## config.mk

```make
export PLATFORM = sky130hd
export DESIGN_NAME = red_pitaya_asg_outstage_flat
export DESIGN_NICKNAME = d
export VERILOG_FILES = /design/src/rtl/red_pitaya_asg_outstage_pkg.sv /design/src/rtl/red_pitaya_asg_outstage_if.sv /design/src/rtl/red_pitaya_slew_lim.sv /design/src/rtl/red_pitaya_asg_outstage.sv /design/src/flat_wrapper.sv
export SDC_FILE = /design/constraint.sdc
export NUM_CORES = 1
export LEC_CHECK = 0
export ABC_AREA = 0
export ABC_CLOCK_PERIOD_IN_PS = 6000
export CORE_UTILIZATION = 40
export CTS_CLUSTER_DIAMETER = 50
export DETAILED_ROUTE_END_ITERATION = 16
export DONT_BUFFER_PORTS = 1
export GPL_TIMING_DRIVEN = 0
export PLACE_DENSITY_LB_ADDON = 0.3
export SETUP_SLACK_MARGIN = 0.02
export SLEW_MARGIN = 20
export SYNTH_ARGS = -nofsm -noshare
export SYNTH_HDL_FRONTEND = slang
export SYNTH_SLANG_ARGS = --single-unit
```

## constraint.sdc

```tcl
create_clock -name dac_clk_i -period 6 [get_ports dac_clk_i]
set_clock_uncertainty 0.05 [all_clocks]
set_input_delay 1.2 -clock dac_clk_i [delete_from_list [all_inputs] [get_ports dac_clk_i]]
set_output_delay 1.2 -clock dac_clk_i [all_outputs]
set_load 0.02 [all_outputs]
```

## src/rtl/red_pitaya_asg_outstage_pkg.sv

```systemverilog
// rtl/red_pitaya_asg_outstage_pkg.sv - shared widths, ramp state encoding and gain helpers
package red_pitaya_asg_outstage_pkg;

    localparam int OS_DW = 14;
    localparam int OS_GW = 16;

    typedef enum logic [1:0] {
        ST_OFF  = 2'd0,
        ST_UP   = 2'd1,
        ST_ON   = 2'd2,
        ST_DOWN = 2'd3
    } state_t;

    function automatic int gfull(input int gw);
        return 1 << gw;
    endfunction

endpackage

```

## src/rtl/red_pitaya_asg_outstage_if.sv

```systemverilog
// rtl/red_pitaya_asg_outstage_if.sv - sample, control and status bundle of the output stage
interface red_pitaya_asg_outstage_if
    import red_pitaya_asg_outstage_pkg::*;
#(
    parameter int DW = OS_DW,
    parameter int GW = OS_GW
);
    logic signed [DW-1:0] dat_i;
    logic                 en_i;
    logic        [GW-1:0] set_rstep_i;
    logic        [DW-1:0] set_slew_i;
    logic signed [DW-1:0] dac_o;
    logic           [1:0] state_o;
    logic                 busy_o;
    logic                 ramp_done_o;

    modport slave (
        input  dat_i, en_i, set_rstep_i, set_slew_i,
        output dac_o, state_o, busy_o, ramp_done_o
    );

    modport master (
        output dat_i, en_i, set_rstep_i, set_slew_i,
        input  dac_o, state_o, busy_o, ramp_done_o
    );
endinterface

```

## src/rtl/red_pitaya_slew_lim.sv

```systemverilog
// rtl/red_pitaya_slew_lim.sv - registered per-cycle slew-rate limiter (limit 0 = pass through)
module red_pitaya_slew_lim #(
    parameter int DW = 14
) (
    input  logic                 i_clk,
    input  logic                 i_rst,
    input  logic signed [DW-1:0] i_target,
    input  logic        [DW-1:0] i_limit,
    output logic signed [DW-1:0] o_dat
);
    logic signed [DW-1:0] r_dat;
    logic signed [DW:0]   w_d;
    logic        [DW:0]   w_mag;
    logic signed [DW:0]   w_step;
    logic signed [DW:0]   w_sum;
    logic                 w_clip;
    logic signed [DW-1:0] w_nxt;

    // One extra bit keeps the difference of two full-scale samples exact.
    always_comb begin
        w_d    = (DW+1)'(i_target) - (DW+1)'(r_dat);
        w_mag  = w_d[DW] ? $unsigned(-w_d) : $unsigned(w_d);
        w_clip = (i_limit != '0) && (w_mag > {1'b0, i_limit});
        w_step = w_d[DW] ? -$signed({1'b0, i_limit}) : $signed({1'b0, i_limit});
        w_sum  = (DW+1)'(r_dat) + w_step;
        w_nxt  = w_clip ? DW'(w_sum) : i_target;
    end

    always_ff @(posedge i_clk or posedge i_rst) begin
        if (i_rst) r_dat <= '0;
        else       r_dat <= w_nxt;
    end

    assign o_dat = r_dat;
endmodule

```

## src/rtl/red_pitaya_asg_outstage.sv

```systemverilog
// rtl/red_pitaya_asg_outstage.sv - soft-start/stop gain ramp, gain multiply and slew limit per ASG channel
module red_pitaya_asg_outstage
    import red_pitaya_asg_outstage_pkg::*;
#(
    parameter int DW = OS_DW,
    parameter int GW = OS_GW
) (
    input  logic                      dac_clk_i,
    input  logic                      dac_rst_i,
    red_pitaya_asg_outstage_if.slave  bus
);
    localparam int            GFULL_I = gfull(GW);
    localparam logic [GW:0]   GFULL   = GFULL_I[GW:0];
    localparam int            PW      = DW + GW + 2;

    state_t               r_state, w_state_nxt;
    logic        [GW:0]   r_g, w_g_nxt, w_g_up, w_g_dn;
    logic        [GW+1:0] w_g_sum;
    logic                 r_busy, r_done, w_done_nxt;
    logic signed [DW-1:0] r_dat, r_scl, w_scl, w_dac;
    logic signed [PW-1:0] w_prod;

    // Saturating gain steps; a zero step jumps straight to the endpoint.
    always_comb begin
        w_g_sum = {1'b0, r_g} + {2'b00, bus.set_rstep_i};
        if (bus.set_rstep_i == '0 || w_g_sum >= {1'b0, GFULL}) w_g_up = GFULL;
        else                                                     w_g_up = w_g_sum[GW:0];
        if (bus.set_rstep_i == '0 || {1'b0, bus.set_rstep_i} >= r_g) w_g_dn = '0;
        else                                                          w_g_dn = r_g - {1'b0, bus.set_rstep_i};
    end

    always_comb begin
        w_state_nxt = r_state;
        w_g_nxt     = r_g;
        w_done_nxt  = 1'b0;
        case (r_state)
            ST_OFF: if (bus.en_i) w_state_nxt = ST_UP;
            ST_UP: begin
                if (!bus.en_i) begin
                    w_state_nxt = ST_DOWN;
                end else begin
                    w_g_nxt = w_g_up;
                    if (w_g_up == GFULL) begin
                        w_state_nxt = ST_ON;
                        w_done_nxt  = 1'b1;
                    end
                end
            end
            ST_ON: if (!bus.en_i) w_state_nxt = ST_DOWN;
            ST_DOWN: begin
                if (bus.en_i) begin
                    w_state_nxt = ST_UP;
                end else begin
                    w_g_nxt = w_g_dn;
                    if (w_g_dn == '0) begin
                        w_state_nxt = ST_OFF;
                        w_done_nxt  = 1'b1;
                    end
                end
            end
            default: w_state_nxt = ST_OFF;
        endcase
    end

    always_ff @(posedge dac_clk_i or posedge dac_rst_i) begin
        if (dac_rst_i) begin
            r_state <= ST_OFF;
            r_g     <= '0;
            r_busy  <= 1'b0;
            r_done  <= 1'b0;
        end else begin
            r_state <= w_state_nxt;
            r_g     <= w_g_nxt;
            r_busy  <= (w_state_nxt == ST_UP) || (w_state_nxt == ST_DOWN);
            r_done  <= w_done_nxt;
        end
    end

    // Arithmetic shift of the exact product gives floor rounding; g <= GFULL keeps it in range.
    always_comb begin
        w_prod = PW'(r_dat) * PW'($signed({1'b0, r_g}));
        w_scl  = DW'(w_prod >>> GW);
    end

    always_ff @(posedge dac_clk_i or posedge dac_rst_i) begin
        if (dac_rst_i) begin
            r_dat <= '0;
            r_scl <= '0;
        end else begin
            r_dat <= bus.dat_i;
            r_scl <= w_scl;
        end
    end

    red_pitaya_slew_lim #(.DW(DW)) u_slew (
        .i_clk    (dac_clk_i),
        .i_rst    (dac_rst_i),
        .i_target (r_scl),
        .i_limit  (bus.set_slew_i),
        .o_dat    (w_dac)
    );

    assign bus.dac_o       = w_dac;
    assign bus.state_o     = r_state;
    assign bus.busy_o      = r_busy;
    assign bus.ramp_done_o = r_done;
endmodule

```

## src/flat_wrapper.sv

```systemverilog
// flat-port wrapper written by rule: the top's interface ports become plain ports
module red_pitaya_asg_outstage_flat import red_pitaya_asg_outstage_pkg::*;
#(
    parameter int DW = OS_DW,
    parameter int GW = OS_GW
)
  (dac_clk_i, dac_rst_i, bus_dat_i, bus_en_i, bus_set_rstep_i, bus_set_slew_i, bus_dac_o, bus_state_o, bus_busy_o, bus_ramp_done_o);
  red_pitaya_asg_outstage_if #(.DW(DW), .GW(GW)) bus_i ();
  input  logic dac_clk_i;
  input  logic dac_rst_i;
  input wire logic [$bits(bus_i.dat_i)-1:0] bus_dat_i;
  input wire logic [$bits(bus_i.en_i)-1:0] bus_en_i;
  input wire logic [$bits(bus_i.set_rstep_i)-1:0] bus_set_rstep_i;
  input wire logic [$bits(bus_i.set_slew_i)-1:0] bus_set_slew_i;
  output wire logic [$bits(bus_i.dac_o)-1:0] bus_dac_o;
  output wire logic [$bits(bus_i.state_o)-1:0] bus_state_o;
  output wire logic [$bits(bus_i.busy_o)-1:0] bus_busy_o;
  output wire logic [$bits(bus_i.ramp_done_o)-1:0] bus_ramp_done_o;
  assign bus_i.dat_i = bus_dat_i;
  assign bus_i.en_i = bus_en_i;
  assign bus_i.set_rstep_i = bus_set_rstep_i;
  assign bus_i.set_slew_i = bus_set_slew_i;
  assign bus_dac_o = bus_i.dac_o;
  assign bus_state_o = bus_i.state_o;
  assign bus_busy_o = bus_i.busy_o;
  assign bus_ramp_done_o = bus_i.ramp_done_o;
  red_pitaya_asg_outstage #(.DW(DW), .GW(GW)) u_core (.dac_clk_i(dac_clk_i), .dac_rst_i(dac_rst_i), .bus(bus_i));
endmodule
```

==> out/qor.txt <==
status -> finished with violations
failing checks -> negative setup slack
Setup WS post-layout -> -0.466 ns
First DRT Iteration DRCs -> 487
WS Path Type -> reg -> reg
TritonCTS clock tree -> done
Overflow after GRT -> 0
Worst R2R End -> u_core.r_scl[13]
pin count of the biggest net entering global routing -> 35
htree depth -> 3
Hold Slack -> 0.457 ns
I/O Pins -> 65
EDFF count, synth -> 0
Gate Count Post-Synth -> 1531
Non-Filler Instances -> 2056
critical path peak fanout -> 5
first-pass GRT wire length -> 57.4 mm
most common cell in the netlist -> inv_1
Synth Flop Type -> dfrtp_1
clock-pin slew on the worst setup and hold paths -> 0.06 ns
Startpoint Class -> register
Post-Syn Nets -> 1934
port buffer count -> 0
initial antenna violation count -> 1
unrepaired setup endpoints after global routing -> yes
Area Overhead vs Synth -> 15.3%
Inst Count DP -> 1974
share of layout cells above drive strength 1 -> 0.151
FF-to-FF Start -> u_core.r_dat[6]
hold depth -> 1
Netlist cell types -> 73
Final Hold Fails -> 0
Sink Count -> 62
drt drc -> 0
DR vias/cell -> 5.18
WL final -> 35.9 mm
FFs w/ async S/R, synth -> 1.00
Peak Freq -> 155 MHz
die width -> 185 microns
Synth area leader -> fa_1
synth warn -> 0
min cycle time layout -> 6.47 ns
Syn Std Cell Area -> 13400 sq um
leading post-synthesis cells by cell area -> fa_1 27%, ha_1 16%, dfrtp_1 12%
drt wl/cell -> 17.5 microns
full die area -> 34400 sq um
Slew Limit Headroom -> 0.514
Synth top area share -> 0.269
nets@finish -> 2012
Required @ worst endpoint -> 6.22 ns
TritonRoute pass-1 iters -> 5
Register-to-Register Path Depth -> 23
remaining antenna violation count -> 0
post-synthesis sequential area ratio -> 0.115
Initial Util -> 0.410
# diodes -> 0
vias in the first global route -> 11.0k
final worst-path cycle share -> 1.08
clk buf depth -> 2
detailed placer's ending HPWL -> 28.5 mm
vias post-DR -> 10.6k
worst slew pin tran -> 0.724 ns
clock root cell -> clkbuf_16
CTS Buf Count -> 9
Max Slew Vio Count -> 0
GRT Util Overall -> 0.217
CP Capture Type -> register
HP Start -> u_core.r_scl[2]
R2R Setup Slk -> -0.47 ns
Final Setup Violations -> 6
die height -> 185 microns
Core Footprint -> 32800 sq um
row count -> 66
mean cell area of the mapped netlist -> 8.78 sq um
pre-CTS WS -> -1.13 ns
CTS hold repair buffers -> 0
Tightest Hold Check Type -> reg -> reg
top post-synthesis cells by count -> 259 x inv_1, 181 x fa_1, 175 x ha_1
WP data arrival -> 6.69 ns
clock latency on the worst-skew pair -> 0.36 ns
Placer Congestion -> 0.971
Maximum Capacitance Violations -> 0
hold worst-path end -> u_core.u_slew.o_dat[2]
FF+latch count, synth -> 62
worst max-delay path: stages, from the launching register on:
cell     delay [ns]
dfrtp_1        0.36
buf_8          0.12
buf_4          0.15
nand2_1        0.09
fa_1           0.53
fa_1           0.53
inv_1          0.06
fa_1           0.58
fa_1           0.44
fa_1           0.53
inv_2          0.04
fa_1           0.49
inv_2          0.05
ha_4           0.22
nand4_1        0.10
inv_1          0.05
a221o_1        0.39
a221o_1        0.37
o211a_1        0.25
o21a_1         0.21
o21a_1         0.24
o22a_1         0.24
a21oi_2        0.14
xnor2_1        0.14
final cells by class:
class                   instances  area, sq um
flip-flops and latches         62         1590
fillers                      3116        17300
clock buffers                  10          229
plain buffers                  60          619
well taps                     442          553
clock inverters                 6         86.3
inverters                     259          975
repair buffers                 67          556
multi-input cells            1150        10900
placed cells by master (no fill, tap or decap), types with 7 or more instances in the layout:
| cell | Yosys | final |
|---|---|---|
| nor4_1 | 10 | 10 |
| and2_1 | 125 | 116 |
| nor2b_1 | 22 | 21 |
| inv_2 | 0 | 7 |
| a211oi_1 | 9 | 8 |
| buf_2 | 7 | 7 |
| dfrtp_1 | 62 | 34 |
| nand2b_1 | 17 | 17 |
| fa_1 | 181 | 177 |
| and2_4 | 0 | 9 |
| nand3_1 | 9 | 9 |
| clkbuf_4 | 0 | 8 |
| o21a_1 | 23 | 23 |
| clkbuf_16 | 0 | 14 |
| buf_4 | 2 | 63 |
| mux2_4 | 10 | 10 |
| clkbuf_1 | 48 | 14 |
| ha_4 | 0 | 8 |
| xnor2_1 | 61 | 61 |
| a21oi_1 | 50 | 46 |
| a21o_1 | 14 | 14 |
| nand2_1 | 147 | 143 |
| clkbuf_8 | 0 | 16 |
| inv_1 | 259 | 251 |
| o21bai_1 | 7 | 7 |
| nor2_1 | 87 | 84 |
| ha_1 | 175 | 167 |
| xor2_1 | 24 | 24 |
| o21ai_0 | 45 | 40 |
| nor3_1 | 24 | 21 |
| nand4_1 | 10 | 10 |
| dfrtp_2 | 0 | 28 |
per-layer routing:
layer / GRT usage / vias up / wire (microns)
met3: 0.0395 / 48 / 2040
li1: - / 5064 / -
met1: 0.283 / 5262 / 15800
met2: 0.363 / 271 / 17100
met5: 0 / - / 19
met4: 0.0701 / 2 / 917
flip-flops by register name, summed over array words and instances (netlist names):
signal and flops:
u_core.u_slew.o_dat 14, u_core.bus.ramp_done_o 1, u_core.r_dat 14, u_core.r_scl 14, u_core.r_g 17, u_core.bus.state_o 2
per-stage QoR:
stage,instance area [sq um],TNS (ns),utilization
floorplan,13700,-0.214,-
global route,15500,-3.23,0.473
global placement,14200,-6.27,0.434
finish,15500,-1.69,0.473
CTS,15300,-1.46,0.468
detailed placement,14200,-7.10,0.434
worst max-delay path by stage:
stage	startpoint	to	cells past startpoint
after global routing	u_core.r_dat[6]	u_core.r_scl[13]	23
after CTS	u_core.r_g[3]	u_core.r_scl[13]	23
after detailed placement	u_core.r_g[15]	u_core.r_scl[13]	20
after floorplan	u_core.r_dat[3]	u_core.r_scl[13]	23
final	u_core.r_dat[6]	u_core.r_scl[13]	23
after global placement	u_core.r_g[10]	u_core.r_scl[13]	20
cell families (layout without fill, tap and decap cells):
kind of cell / Yosys count / after routing / synth area share
multiplexers: 14 / 14 / 0.0145
AO/OA/AOI/OAI: 218 / 218 / 0.111
flip-flops: 62 / 62 / 0.115
buffers and inverters: 319 / 402 / 0.0926
adder cells (fa/ha/maj): 356 / 356 / 0.432
AND/OR/NAND/NOR: 477 / 477 / 0.179
XOR/XNOR: 85 / 85 / 0.0554
what timing repair did:
| action | in CTS | in global routing |
|---|---|---|
| hold endpoints to repair | 0 | 0 |
| pin swaps | 14 | 10 |
| endpoints found under the setup margin | 13 | 12 |
| resized for setup | 97 | 34 |
| setup buffers | 57 | 10 |
Power is left out: the tool's default activity adds up to more than one toggle a clock period on the data nets, which glitch-free logic cannot reach.
